### config.mk
export PLATFORM = sky130hd
export DESIGN_NAME = hazard_control_unit
export DESIGN_NICKNAME = d
export VERILOG_FILES = /design/src/rtl/hazard_control_unit.sv
export SDC_FILE = /design/constraint.sdc
export NUM_CORES = 1
export LEC_CHECK = 0
export BUFFER_PORTS_ARGS = -buffer_cell sky130_fd_sc_hd__buf_2
export CORE_UTILIZATION = 40
export CTS_BUF_LIST = sky130_fd_sc_hd__clkbuf_4
export DETAILED_ROUTE_END_ITERATION = 8
export GPL_TIMING_DRIVEN = 1
export PLACE_DENSITY_LB_ADDON = 0.3
export SETUP_SLACK_MARGIN = 0.02
export SLEW_MARGIN = 5
export SYNTH_ARGS = -nofsm -noshare
export SYNTH_HDL_FRONTEND = slang
export SYNTH_SLANG_ARGS = --single-unit
export TNS_END_PERCENT = 20
### constraint.sdc
create_clock -name clk -period 2.65 [get_ports clk]
set_clock_uncertainty 0.05 [all_clocks]
set_input_delay 0.265 -clock clk [delete_from_list [all_inputs] [get_ports clk]]
set_output_delay 0.265 -clock clk [all_outputs]
set_load 0.02 [all_outputs]
### src/rtl/hazard_control_unit.sv
// Pipeline hazard controller: load-use, mul/div, branch flush and memory freeze.
// Drives PC / pipeline-register enables and keeps saturating perf counters.
module hazard_control_unit #(
    parameter int REG_AW   = 5,
    parameter int LOAD_LAT = 1,
    parameter int CNT_W    = 32
) (
    input  logic              clk,
    input  logic              reset,
    input  logic              MemRead_E,
    input  logic [REG_AW-1:0] Rd_E,
    input  logic [REG_AW-1:0] Rs1_D,
    input  logic [REG_AW-1:0] Rs2_D,
    input  logic              Use_Rs1_D,
    input  logic              Use_Rs2_D,
    input  logic              MulDiv_Start_E,
    input  logic              MulDiv_Done,
    input  logic              BranchTaken_E,
    input  logic              DMemReq_M,
    input  logic              DMemReady_M,
    output logic              PCWrite,
    output logic              IF_ID_Write,
    output logic              ID_EX_Write,
    output logic              EX_MEM_Write,
    output logic              IF_ID_Flush,
    output logic              ID_EX_Flush,
    output logic              EX_MEM_Flush,
    output logic              MEM_WB_Flush,
    output logic [CNT_W-1:0]  stall_cycles,
    output logic [CNT_W-1:0]  flush_count,
    output logic [1:0]        state_o
);

    typedef enum logic [1:0] {
        RUN      = 2'd0,
        LU_STALL = 2'd1,
        MD_BUSY  = 2'd2
    } state_t;

    localparam logic [2:0] LU_INIT = 3'(LOAD_LAT - 1);

    state_t     state, state_nx;
    logic [2:0] lu_cnt, lu_cnt_nx;
    logic       lu_hit;
    logic       freeze;
    logic       md_stall;
    logic       flush_inc;

    assign lu_hit = MemRead_E && (Rd_E != '0) &&
                    ((Use_Rs1_D && (Rd_E == Rs1_D)) ||
                     (Use_Rs2_D && (Rd_E == Rs2_D)));
    assign freeze   = DMemReq_M && !DMemReady_M;
    assign md_stall = (state == MD_BUSY) ||
                      ((state == RUN) && MulDiv_Start_E && !MulDiv_Done);
    assign state_o  = state;

    always_comb begin
        PCWrite      = 1'b1;
        IF_ID_Write  = 1'b1;
        ID_EX_Write  = 1'b1;
        EX_MEM_Write = 1'b1;
        IF_ID_Flush  = 1'b0;
        ID_EX_Flush  = 1'b0;
        EX_MEM_Flush = 1'b0;
        MEM_WB_Flush = 1'b0;
        state_nx     = state;
        lu_cnt_nx    = lu_cnt;
        flush_inc    = 1'b0;
        if (reset) begin
            state_nx = RUN;
        end else if (freeze) begin
            PCWrite      = 1'b0;
            IF_ID_Write  = 1'b0;
            ID_EX_Write  = 1'b0;
            EX_MEM_Write = 1'b0;
            MEM_WB_Flush = 1'b1;
        end else if (md_stall) begin
            if ((state == MD_BUSY) && MulDiv_Done) begin
                state_nx = RUN;
            end else begin
                PCWrite      = 1'b0;
                IF_ID_Write  = 1'b0;
                ID_EX_Write  = 1'b0;
                EX_MEM_Flush = 1'b1;
                state_nx     = MD_BUSY;
            end
        end else if ((state == RUN) && BranchTaken_E) begin
            IF_ID_Flush = 1'b1;
            ID_EX_Flush = 1'b1;
            flush_inc   = 1'b1;
        end else if ((state == RUN) && lu_hit) begin
            PCWrite     = 1'b0;
            IF_ID_Write = 1'b0;
            ID_EX_Flush = 1'b1;
            if (LOAD_LAT > 1) begin
                state_nx  = LU_STALL;
                lu_cnt_nx = LU_INIT;
            end
        end else if (state == LU_STALL) begin
            PCWrite     = 1'b0;
            IF_ID_Write = 1'b0;
            ID_EX_Flush = 1'b1;
            lu_cnt_nx   = lu_cnt - 3'd1;
            // lu_cnt of 1 marks the final stall cycle
            if (lu_cnt <= 3'd1) begin
                state_nx  = RUN;
                lu_cnt_nx = 3'd0;
            end
        end
    end

    always_ff @(posedge clk) begin
        if (reset) begin
            state        <= RUN;
            lu_cnt       <= 3'd0;
            stall_cycles <= '0;
            flush_count  <= '0;
        end else begin
            state  <= state_nx;
            lu_cnt <= lu_cnt_nx;
            if (!PCWrite && (stall_cycles != '1))
                stall_cycles <= stall_cycles + CNT_W'(1);
            if (flush_inc && (flush_count != '1))
                flush_count <= flush_count + CNT_W'(1);
        end
    end

endmodule

* Yosys cells after proc, flatten, opt, wreduce, memory -nomap -nowiden *
Cells that the tools add are included.

storage, ports and cells
  register bits after elaboration = 69
  latch bits = 0
  RAM bits = 0
  ROM bits = 0
  input port bits = 25
  output and inout port bits = 74
  logic and storage cells = 78
  memories kept = 0

operators by class
  add/subtract/negate cells = 3
  multiply operators = 0
  div/mod/pow operators = 0
  $lt $le $gt $ge = 1
  equality and inequality tests = 8
  shift-type cells = 0
  mux-type cells = 35
  bitwise operators = 4
  reduce and logical (&&, ||, !) cells = 23

operators with widths
  operator               number
  $add 32x1->32 const B  2
  $ne 32x32->1 const B   2
  $mux 1                 28
  $logic_and 1x1->1      12
  $mux 2                 6
  $eq 5x5->1             2
  $reduce_and 5->1       2
  $reduce_bool 5->1      1
  $ne 2x2->1 const B     2
  $not 1->1              4
  $reduce_bool 2->1      2
  $le 3x1->1 const B     1
  $logic_not 1->1        3
  $mux 3                 1
  $sub 3x1->3 const B    1
  $eq 2x1->1 const B     1
  $eq 2x2->1 const B     1
  $logic_not 2->1        1
  $logic_or 1x1->1       2

* Logic depth before layout (Yosys ltp) *
Gate-level depths: netlist (run 1).

  depth after elaboration = 12
  mapped depth = 9
  gate-level depth less buffers = 7

* Worst setup path after synthesis (run 1) *
OpenSTA, ideal clock, no wires.

  kind = flip-flop to flip-flop
  start point = register flush_count[0]
  end point = register flush_count[2]
  setup time = 128 ps
  arrival = 2356 ps
  required time = 2472 ps
  slack = 117 ps
  cell stages (with the launch flop) = 10
  buffers on the path = 2
  period minus slack after synthesis = 2533 ps
  cells stage by stage = dfxtp_1 ha_1 inv_1 or4_1 clkbuf_1 o31ai_2 buf_2 nor2_1 xnor2_1 nor2_1

on the way
  longest elaborated chain between the ends = 2
  elaborated cells between the ends (all ways) = 3
  those cells by class = 1 x add/sub; 1 x eq/ne; 1 x reduce/logical

RTL lines
  what                                                   line  RTL
  start: declaration                                     30    output logic [CNT_W-1:0] flush_count,
  start signal: assignment                               124   flush_count <= flush_count + CNT_W'(1);
  branches (longest 2 deep; another with $add 32x1->32)  -

Parallel ways; which one is timed is not known.
A chain may end at the register's enable or synchronous reset.

* Worst setup path in the final report (run 1) *
  start point = input port MulDiv_Done
  end point = register stall_cycles[29]

on the way
  longest elaborated chain between the ends = 8
  elaborated cells between the ends (all ways) = 10
  those cells by class = 4 x mux; 6 x reduce/logical

RTL lines
  what                    line  RTL
  start: declaration      17    input logic MulDiv_Done,
  $logic_not 1->1         54    ((state == RUN) && MulDiv_Start_E && !MulDiv_Done);
  $logic_and 1x1->1       54
  $logic_or 1x1->1        53    assign md_stall = (state == MD_BUSY) ||
  $mux 1 (*)              77    end else if (md_stall) begin
  $mux 1 (*)              71    end else if (freeze) begin
  $mux 1 (*)              69    if (reset) begin
  $logic_not 1->1 (*)     121   if (!PCWrite && (stall_cycles != '1))
  $logic_and 1x1->1 (*)   121
  end signal: assignment  122   stall_cycles <= stall_cycles + CNT_W'(1);
  end: declaration        29    output logic [CNT_W-1:0] stall_cycles,

Every way passes the cells marked *; elsewhere a longest branch is shown, timed or not.

==> flow_summary.toml, run 1 <==
[worst_setup_path]
worstReg2RegEnd = "stall_cycles[20]"
worstSetupPathType = "input port to register"
worst-path-stages = 9
critPathBufInv = 3
timing.rr.start = "stall_cycles[0]"
crit_family = "simple AND/OR/NAND/NOR gates"
cp_slowest_cell = "or4b_4"
end_kind = "register"
endpoint = "stall_cycles[29]"
critPathLaunch = "MulDiv_Done"
required_ps = 2940
max_stage_delay_ps = 650
reg2reg_slack_ps = 200
cp_data_arrival_time_ps = 2820
crit_chain = "dlygate4sd3_1, buf_2, o21bai_1, a21oi_2, inv_2, o21a_1, or4b_4, or4_1, a21oi_1"
startpoint_type = "input port"
worstPathMaxFanout = 20
rr_worst_depth = 7

[clock_network]
cts_max_level = 3
clk_latency_ps = 410
cts_setup_buffers = 0
root_buffer = "clkbuf_4"
clkTransAtPathRegs_ps = 100
cts_buffers = 9
cts_tree = "built"
ctsLongestPathBuffers = 2
cts.sinks = 65

[layout]
drive_above_1_share = 0.247
fillers = 820
nNetsFinal = 549
area_growth_syn_to_layout_pct = 22.6
postLayoutCoreUtil = 0.508
multi_input_area_sq_um = 1990
num_antenna_cells = 0
seq_area_sq_um = 1300
layout.cells.non_filler = 631

[synth]
seq_area_frac_synth = 0.382
synth_area_sq_um = 3400
synthesis.nets = 443
ys_warn_count = 0
yosys_most_used_dff = "dfxtp_1"
synth.area.top_cells = "dfxtp_1 (38%), xor2_1 (4.6%), nor2_1 (4.5%)"
synth_cell_types = 51
synth.avg_cell_area_sq_um = 8.18
synth_fa_ha_area_frac = 0.00735
synth_common_cells = "dfxtp_1 (65), nor2_1 (41), a21oi_1 (30), nand3_1 (30), nand2_1 (25)"
synth_edf_count = 0
synth-compound-area-share = 0.147
yosysTopAreaCellShare = 0.382
netlist_instances = 416
async_flop_share = 0
synth_mux_area_frac = 0.0154
ys_ff_latch = 65
synth_top_area_cell = "dfxtp_1"
synth_xor_area_frac = 0.0900
synth-simple-area-share = 0.323
synth_top_family_by_area = "simple AND/OR/NAND/NOR gates"
yosysMostFrequentCell = "dfxtp_1"

[route]
wl_per_cell_um = 13.9
dr.pass1.iters = 4
first_iter_violations = 113
drc_errors = 0
vias = 3509
viasPerCell = 5.56
final_antenna_net_count = 0
routed_wl_um = 8770

[timing]
report.final.slew_viol_count = 0
worst_pin_slew_ps = 607
rsz0062_at_grt = "yes"
hold_ws_ps = 163
setup_violations = 0
fin_tns_setup_ps = 0
fmax_mhz = 395
period_needed_ps = 2530
fin_crit_sh = 0.956
finalHoldViolCount = 0
slew_headroom = 0.592

[floorplan]
fp.dieH_um = 94.3
die_x_um = 94.3
row_count = 33
core-area_sq_um = 8220
io-pin-count = 99
die-area_sq_um = 8880
initial_core_util = 0.414

[power_and_ir_drop]
power_mw = 1.75
leakage_nw = 1.64
ir_worst_vdd_mv = 0.231
p_per_area_nw_per_um2 = 420

[placed_design]
dp_cells = 615
numPortBuffers = 97
dp_hpwl_um = 6360
gp_congestion = 0.849

[global_routing]
grt_pass1_vias = 3197
grt_pass1_wl_um = 14400
grt_max_degree = 33
grt-ovfl-total = 0
track_usage = 0.206
antenna_found_initial = 0

[min_path]
hold_path_class = "input port to register"
hold_start = "DMemReq_M"

[run_status]
status = "finished, final reports clean"

[job]
max-cap-violations = 0
==> kinds of logic after synthesis <==
logic type | after synthesis
flip-flops | 65
XOR/XNOR | 35
adder cells (fa/ha/maj) | 2
multiplexers | 5
AND/OR/NAND/NOR | 201
other | 1
AO/OA/AOI/OAI | 81
buffers and inverters | 26
==> state kept, by name, summed over array words and instances (netlist names) <==
signal / flops
flush_count: 32
state_o: 1
stall_cycles: 32
==> metal layers <==
| metal | GRT usage | part of all wire | up-vias |
|---|---|---|---|
| met1 | 0.232 | 0.43 | 1668 |
| met3 | 0.0542 | 0.043 | 13 |
| met4 | 0.0641 | 0.016 | 0 |
| li1 | - | - | 1749 |
| met5 | 0 | 0 | - |
| met2 | 0.373 | 0.51 | 79 |
==> what timing repair did <==
action,4_1_cts,5_1_grt
hold buffers,1,0
endpoints found under the setup margin,0,2
resized for setup,0,1
endpoints found under the hold margin,1,0
==> cell usage in the layout, fill, tap and decap left out, drive strengths merged, types with 2 or more instances in the layout <==
cell,synthesis,routed
o21ai,22,22
mux2i,3,3
or3,19,19
dfxtp,65,65
and3,11,11
o31a,4,4
nand2b,2,2
nand4,23,23
nor4,4,4
nand3,30,30
clkinv,0,4
inv,10,10
o311ai,2,2
nor2b,2,2
and4,9,9
a211oi,2,2
o21bai,2,2
mux2,2,2
xnor2,17,17
a21oi,31,31
xor2,18,18
o21a,3,3
nor2,42,42
or4,12,12
nand2,25,25
ha,2,2
clkbuf,9,10
and2,2,2
buf,7,110
or2,2,2
o31ai,10,10
nand4b,2,2
nor3,12,12
==> area by class of cell <==
cell class | count | share of cell area
clock buffers | 10 | 0.0180
clock inverters | 5 | 0.0114
multi-input cells | 325 | 0.476
inverters | 10 | 0.00899
repair buffers | 111 | 0.142
flip-flops and latches | 65 | 0.312
well taps | 105 | 0.0315
==> worst min path at each step <==
stage,end,slack [ps],cells after the start
after CTS,state_o[1],130,3
after global routing,state_o[1],150,3
after detailed placement,state_o[1],430,2
after global placement,stall_cycles[27],420,2
after floorplan,state_o[1],310,1
final,state_o[1],160,3
==> worst reg2reg max path, delay by kind of cell, from the launching register on <==
kind	cells	cell delay, ps
simple gates	4	1120
compound gates	2	580
flops	1	410
fa+ha+maj	1	230
==> power breakdown <==
part,switching (mW),internal [mW],total [mW]
logic,0.0802,0.0519,0.132
registers,0.00311,0.980,0.983
clock network,0.354,0.284,0.638
==> stage by stage <==
stage          worst slack [ps]  area (sq um)
2_1_floorplan               117          3400
3_3_place_gp                300          4040
3_5_place_dp                239          4040
4_1_cts                     133          4170
5_1_grt                    11.1          4170
6_report                    117          4170
No activity file was read; power rests on OpenSTA's default activity.
==> run 2, diff against run 1 <==
--- a/config.mk
+++ b/config.mk
@@ -6,13 +6,13 @@
 export NUM_CORES = 1
 export LEC_CHECK = 0
 export BUFFER_PORTS_ARGS = -buffer_cell sky130_fd_sc_hd__buf_2
-export CORE_UTILIZATION = 40
+export CORE_UTILIZATION = 54
 export CTS_BUF_LIST = sky130_fd_sc_hd__clkbuf_4
 export DETAILED_ROUTE_END_ITERATION = 8
 export GPL_TIMING_DRIVEN = 1
 export PLACE_DENSITY_LB_ADDON = 0.3
 export SETUP_SLACK_MARGIN = 0.02
-export SLEW_MARGIN = 5
+export SLEW_MARGIN = 10
 export SYNTH_ARGS = -nofsm -noshare
 export SYNTH_HDL_FRONTEND = slang
 export SYNTH_SLANG_ARGS = --single-unit
==> run 2 against run 1 <==
  * Core utilization is 18 points higher
  * Non-clock buffer count is 2 lower
  * Critical path depth stayed put
  * Hold slack better by 1.8 ps
  * Largest cell class unchanged
  * Design area is 0.87% lower
  * Via count is 0.77% higher
  * Sequential power hardly changed
  * Fmax is 0.52% higher
  * Register-to-register slack hardly changed
==> flow_summary.toml, run 2 (same netlist as run 1, synthesis figures left out) <==
[run_status]
status = "finished, final reports clean"

[layout]
area_growth_syn_to_layout_pct = 21.5
nNetsFinal = 547
postLayoutCoreUtil = 0.691
drive_above_1_share = 0.241
final_cell_mix = "buf_2 (97), dfxtp_1 (65), nor2_1 (41)"
num_antenna_cells = 0
layout_commonest_cell = "buf_2"

[timing]
slew_headroom = 0.577
worst_pin_slew_ps = 629
finalHoldViolCount = 0
rsz0062_at_grt = "no"
fin_crit_sh = 0.951
fin_tns_setup_ps = 0
setup_violations = 0
period_needed_ps = 2520
fmax_mhz = 397
report.final.slew_viol_count = 0

[min_path]
hold_path_class = "input port to register"
min_to = "state_o[1]"
hold_path_depth = 3
hold_start = "DMemReq_M"

[power_and_ir_drop]
ir_worst_vdd_mv = 0.377
p_per_area_nw_per_um2 = 441
power_mw = 1.83
leakage_nw = 1.63

[route]
vias = 3536
wl_per_cell_um = 14.4
first_iter_violations = 144
routed_wl_um = 8600
final_antenna_net_count = 0
dr.pass1.iters = 6
drc_errors = 0
viasPerCell = 5.91

[worst_setup_path]
worstSetupPathType = "input port to register"
worstPathMaxFanout = 20
timing.rr.start = "stall_cycles[0]"
crit_chain = "dlygate4sd3_1, buf_2, o21bai_1, a21oi_2, inv_2, o21a_1, or4b_4, or4_1, a21oi_1"
max_stage_delay_ps = 650
cp_slowest_cell = "or4b_4"
reg2reg_slack_ps = 190
required_ps = 2930
worstReg2RegEnd = "stall_cycles[20]"
end_kind = "register"
cp_data_arrival_time_ps = 2800
rr_worst_depth = 7
startpoint_type = "input port"

[global_routing]
antenna_found_initial = 0
grt_max_degree = 53
grt_pass1_wl_um = 13600
grt-ovfl-total = 0
grt_pass1_vias = 3124
track_usage = 0.266

[placed_design]
gp_congestion = 0.808
numPortBuffers = 97
dp_hpwl_um = 6210

[clock_network]
ctsLongestPathBuffers = 2
cts_buffers = 9
cts_resized = 0
cts_max_level = 3
cts.sinks = 65
clk_latency_ps = 390
cts_tree = "built"
clkTransAtPathRegs_ps = 100
root_buffer = "clkbuf_4"

[floorplan]
die_x_um = 81.4
io-pin-count = 99
core-area_sq_um = 5990
fp.dieH_um = 81.4
row_count = 28
die-area_sq_um = 6630
initial_core_util = 0.568

[job]
max-cap-violations = 0
run 2: cell count changes in the layout (fill, tap and decap cells not counted):
cell,previous run,this run
clkbuf_4,10,9
clkinv_2,2,1
o31a_1,3,4
o31a_2,1,0
buf_4,13,11
bufinv_16,1,2
run 2: layout make-up:
cell class	instances	area, sq um
tap	75	93.8
sequential	65	1300
fill	531	1850
clock inverter	5	72.6
inverter	10	37.5
multi-input combinational	325	1990
timing repair buffer	109	578
clock buffer	9	67.6
run 2: worst max path at each step:
stage                                from                to  depth (start not counted)
after floorplan            flush_count[0]    flush_count[2]                          9
after global placement    stall_cycles[0]  stall_cycles[20]                          7
after detailed placement  stall_cycles[0]  stall_cycles[20]                          7
after CTS                     MulDiv_Done  stall_cycles[27]                          9
after global routing          MulDiv_Done  stall_cycles[27]                          9
final                         MulDiv_Done  stall_cycles[27]                          9
run 2: power by group:
part,switching [mW],internal (mW)
registers,0.00377,0.980
logic,0.0803,0.0515
clock network,0.344,0.366
run 2: metrics by stage:
step           setup slack (ps)  instance area, sq um  hold slack (ps)  instances
6_report                    130                  4140              164        598
5_1_grt                    25.9                  4140              168        598
4_1_cts                     138                  4140              136        598
3_5_place_dp                246                  3990              433        583
3_3_place_gp                297                  3990              422        583
2_1_floorplan               117                  3400              312        416
run 2: metal layers:
metal	track usage	wire length, um	share of wire	vias to the layer above
met5	0	0	0	-
met2	0.475	4380	0.51	110
li1	-	-	-	1754
met4	0.0804	100	0.012	0
met1	0.310	3670	0.43	1662
met3	0.0640	455	0.053	10
run 2: repair_timing:
| action | in CTS | in global routing |
|---|---|---|
| hold buffers | 1 | 0 |
| setup endpoints to repair | 0 | 1 |
| buffers inserted | 0 | 0 |
| endpoints found under the hold margin | 1 | 0 |
run 2: critical path: cells and delay by family:
kind / cells / cell delay, ps
simple gates: 2 / 1150
buf+inv: 3 / 730
compound gates: 4 / 640
==> run 3, diff against run 2 <==
--- a/config.mk
+++ b/config.mk
@@ -6,7 +6,7 @@
 export NUM_CORES = 1
 export LEC_CHECK = 0
 export BUFFER_PORTS_ARGS = -buffer_cell sky130_fd_sc_hd__buf_2
-export CORE_UTILIZATION = 54
+export CORE_UTILIZATION = 58
 export CTS_BUF_LIST = sky130_fd_sc_hd__clkbuf_4
 export DETAILED_ROUTE_END_ITERATION = 8
 export GPL_TIMING_DRIVEN = 1
==> constraint.sdc (replaced) <==
create_clock -name clk -period 3.2 [get_ports clk]
set_clock_uncertainty 0.05 [all_clocks]
set_input_delay 0.32 -clock clk [delete_from_list [all_inputs] [get_ports clk]]
set_output_delay 0.32 -clock clk [all_outputs]
set_load 0.02 [all_outputs]
==> run 3 against run 2 <==
  * Die area decreased by 6.7%
  * Largest cell class unchanged
  * Global-route usage grew 1.2 points
  * Combinational power shrank 22%
  * Total power fell by 16%
  * Cell count is 1.8% lower
  * Sequential power fell by 17%
==> flow_summary.toml, run 3 (same netlist as run 1, synthesis figures left out) <==
[run_status]
status = "finished, final reports clean"

[power_and_ir_drop]
switching_share = 0.239
power_mw = 1.54
p_per_area_nw_per_um2 = 378
leakage_nw = 1.59
intPower_mw = 1.17
power_frac_comb = 0.067
seqPwrFrac = 0.529
p_switching_uw = 369
ir_worst_vdd_mv = 0.275
clockPowerShare = 0.404

[route]
first_iter_violations = 248
wl_per_cell_um = 14.6
viasPerCell = 6.03
routed_wl_um = 8580
final_antenna_net_count = 0
vias = 3540
drc_errors = 0
dr.pass1.iters = 4

[worst_setup_path]
reg2reg_slack_ps = 640
required_ps = 3510
worst-path-stages = 6
cp_data_arrival_time_ps = 2870
max_stage_delay_ps = 520
worstPathMaxFanout = 8
worstSetupPathType = "register to register"
end_kind = "register"
cp_slowest_cell = "or4_1"
crit_family = "simple AND/OR/NAND/NOR gates"
endpoint = "stall_cycles[31]"
critPathBufInv = 0
timing.rr.start = "stall_cycles[9]"
crit_chain = "and4_1, nand4_1, nor2_1, nand2_1, or4_1, a21oi_1"
startpoint_type = "register"
worstReg2RegEnd = "stall_cycles[31]"
rr_worst_depth = 6
critPathLaunch = "stall_cycles[9]"

[clock_network]
cts_buffers = 9
hold_buffers = 0
ctsLongestPathBuffers = 2
cts_resized = 0
clkTransAtPathRegs_ps = 100
cts_tree = "built"
cts_setup_buffers = 0
root_buffer = "clkbuf_4"
cts_max_level = 3
cts.sinks = 65
clk_latency_ps = 430

[placed_design]
dp_cells = 571
gp_congestion = 0.858
placed_area_sq_um = 3920
dp_hpwl_um = 6120
numPortBuffers = 97

[floorplan]
row_count = 27
fp.dieH_um = 78.6
die_x_um = 78.6
core-area_sq_um = 5570
io-pin-count = 99
die-area_sq_um = 6180
initial_core_util = 0.611

[timing]
rsz0062_at_grt = "no"
setup_violations = 0
period_needed_ps = 2560
finalHoldViolCount = 0
worst_pin_slew_ps = 606
fin_crit_sh = 0.801
fmax_mhz = 390
fin_tns_setup_ps = 0
slew_headroom = 0.592
report.final.slew_viol_count = 0

[layout]
final_cell_mix = "buf_2 (97), dfxtp_1 (65), nor2_1 (41)"
drive_above_1_share = 0.233
layout_commonest_cell = "buf_2"
num_antenna_cells = 0
layout.cells.non_filler = 587
stdcell_area_sq_um = 4070
area_growth_syn_to_layout_pct = 19.7
nNetsFinal = 537
fillers = 455

[global_routing]
grt_pass1_vias = 3153
grt-ovfl-total = 0
grt_max_degree = 51
antenna_found_initial = 0
grt_pass1_wl_um = 13700
track_usage = 0.278

[min_path]
hold_path_class = "input port to register"

[job]
max-cap-violations = 0
run 3: changes by cell type in the layout (fill, tap and decap cells not counted), sizes merged:
cell	previous run	this run
buf	108	99
clkinv	3	4
dlygate4sd3	1	0
clkbuf	9	10
run 3: final cells by class:
type | count | area [sq um] | share of cell area
Clock buffer | 10 | 75.1 | 0.0184
Clock inverter | 6 | 82.6 | 0.0203
Inverter | 10 | 37.5 | 0.00921
Multi-Input combinational cell | 325 | 1990 | 0.488
Sequential cell | 65 | 1300 | 0.319
Tap cell | 72 | 90.1 | 0.0221
Timing Repair Buffer | 99 | 500 | 0.123
run 3: worst reg2reg max path: stages, from the launching register on:
cell,delay [ps]
dfxtp_1,470
and4_1,310
nand4_1,280
nor2_1,460
nand2_1,280
or4_1,520
a21oi_1,140
run 3: power by group through the flow:
stage / sequential [mW] / clock, mW / combinational, mW
floorplan: 0.837 / 0 / 0.0632
global placement: 0.833 / 0 / 0.100
detailed placement: 0.834 / 0 / 0.103
CTS: 0.815 / 0.628 / 0.103
global route: 0.817 / 0.662 / 0.113
finish: 0.815 / 0.622 / 0.103
run 3: worst min-delay path by stage:
stage	start	to	slack [ps]	depth (start not counted)
CTS	MulDiv_Done	state_o[1]	60	2
global route	MulDiv_Done	state_o[1]	90	2
global placement	stall_cycles[27]	stall_cycles[27]	420	2
finish	MulDiv_Done	state_o[1]	70	2
detailed placement	stall_cycles[27]	stall_cycles[27]	440	2
floorplan	MulDiv_Done	state_o[1]	370	1
run 3: layer usage:
layer / wire (um) / up-vias / GRT usage
met5: 0 / - / 0
met4: 214 / 0 / 0.143
li1: - / 1726 / -
met2: 4460 / 123 / 0.502
met3: 472 / 23 / 0.0523
met1: 3430 / 1668 / 0.308
run 3: stage by stage:
step           setup WS, ps  hold slack, ps   util
4_1_cts                 668            58.0  0.731
3_3_place_gp            756             420  0.703
3_5_place_dp            660             440  0.703
2_1_floorplan           667             367      -
5_1_grt                 451            90.4  0.731
6_report                637            69.3  0.731
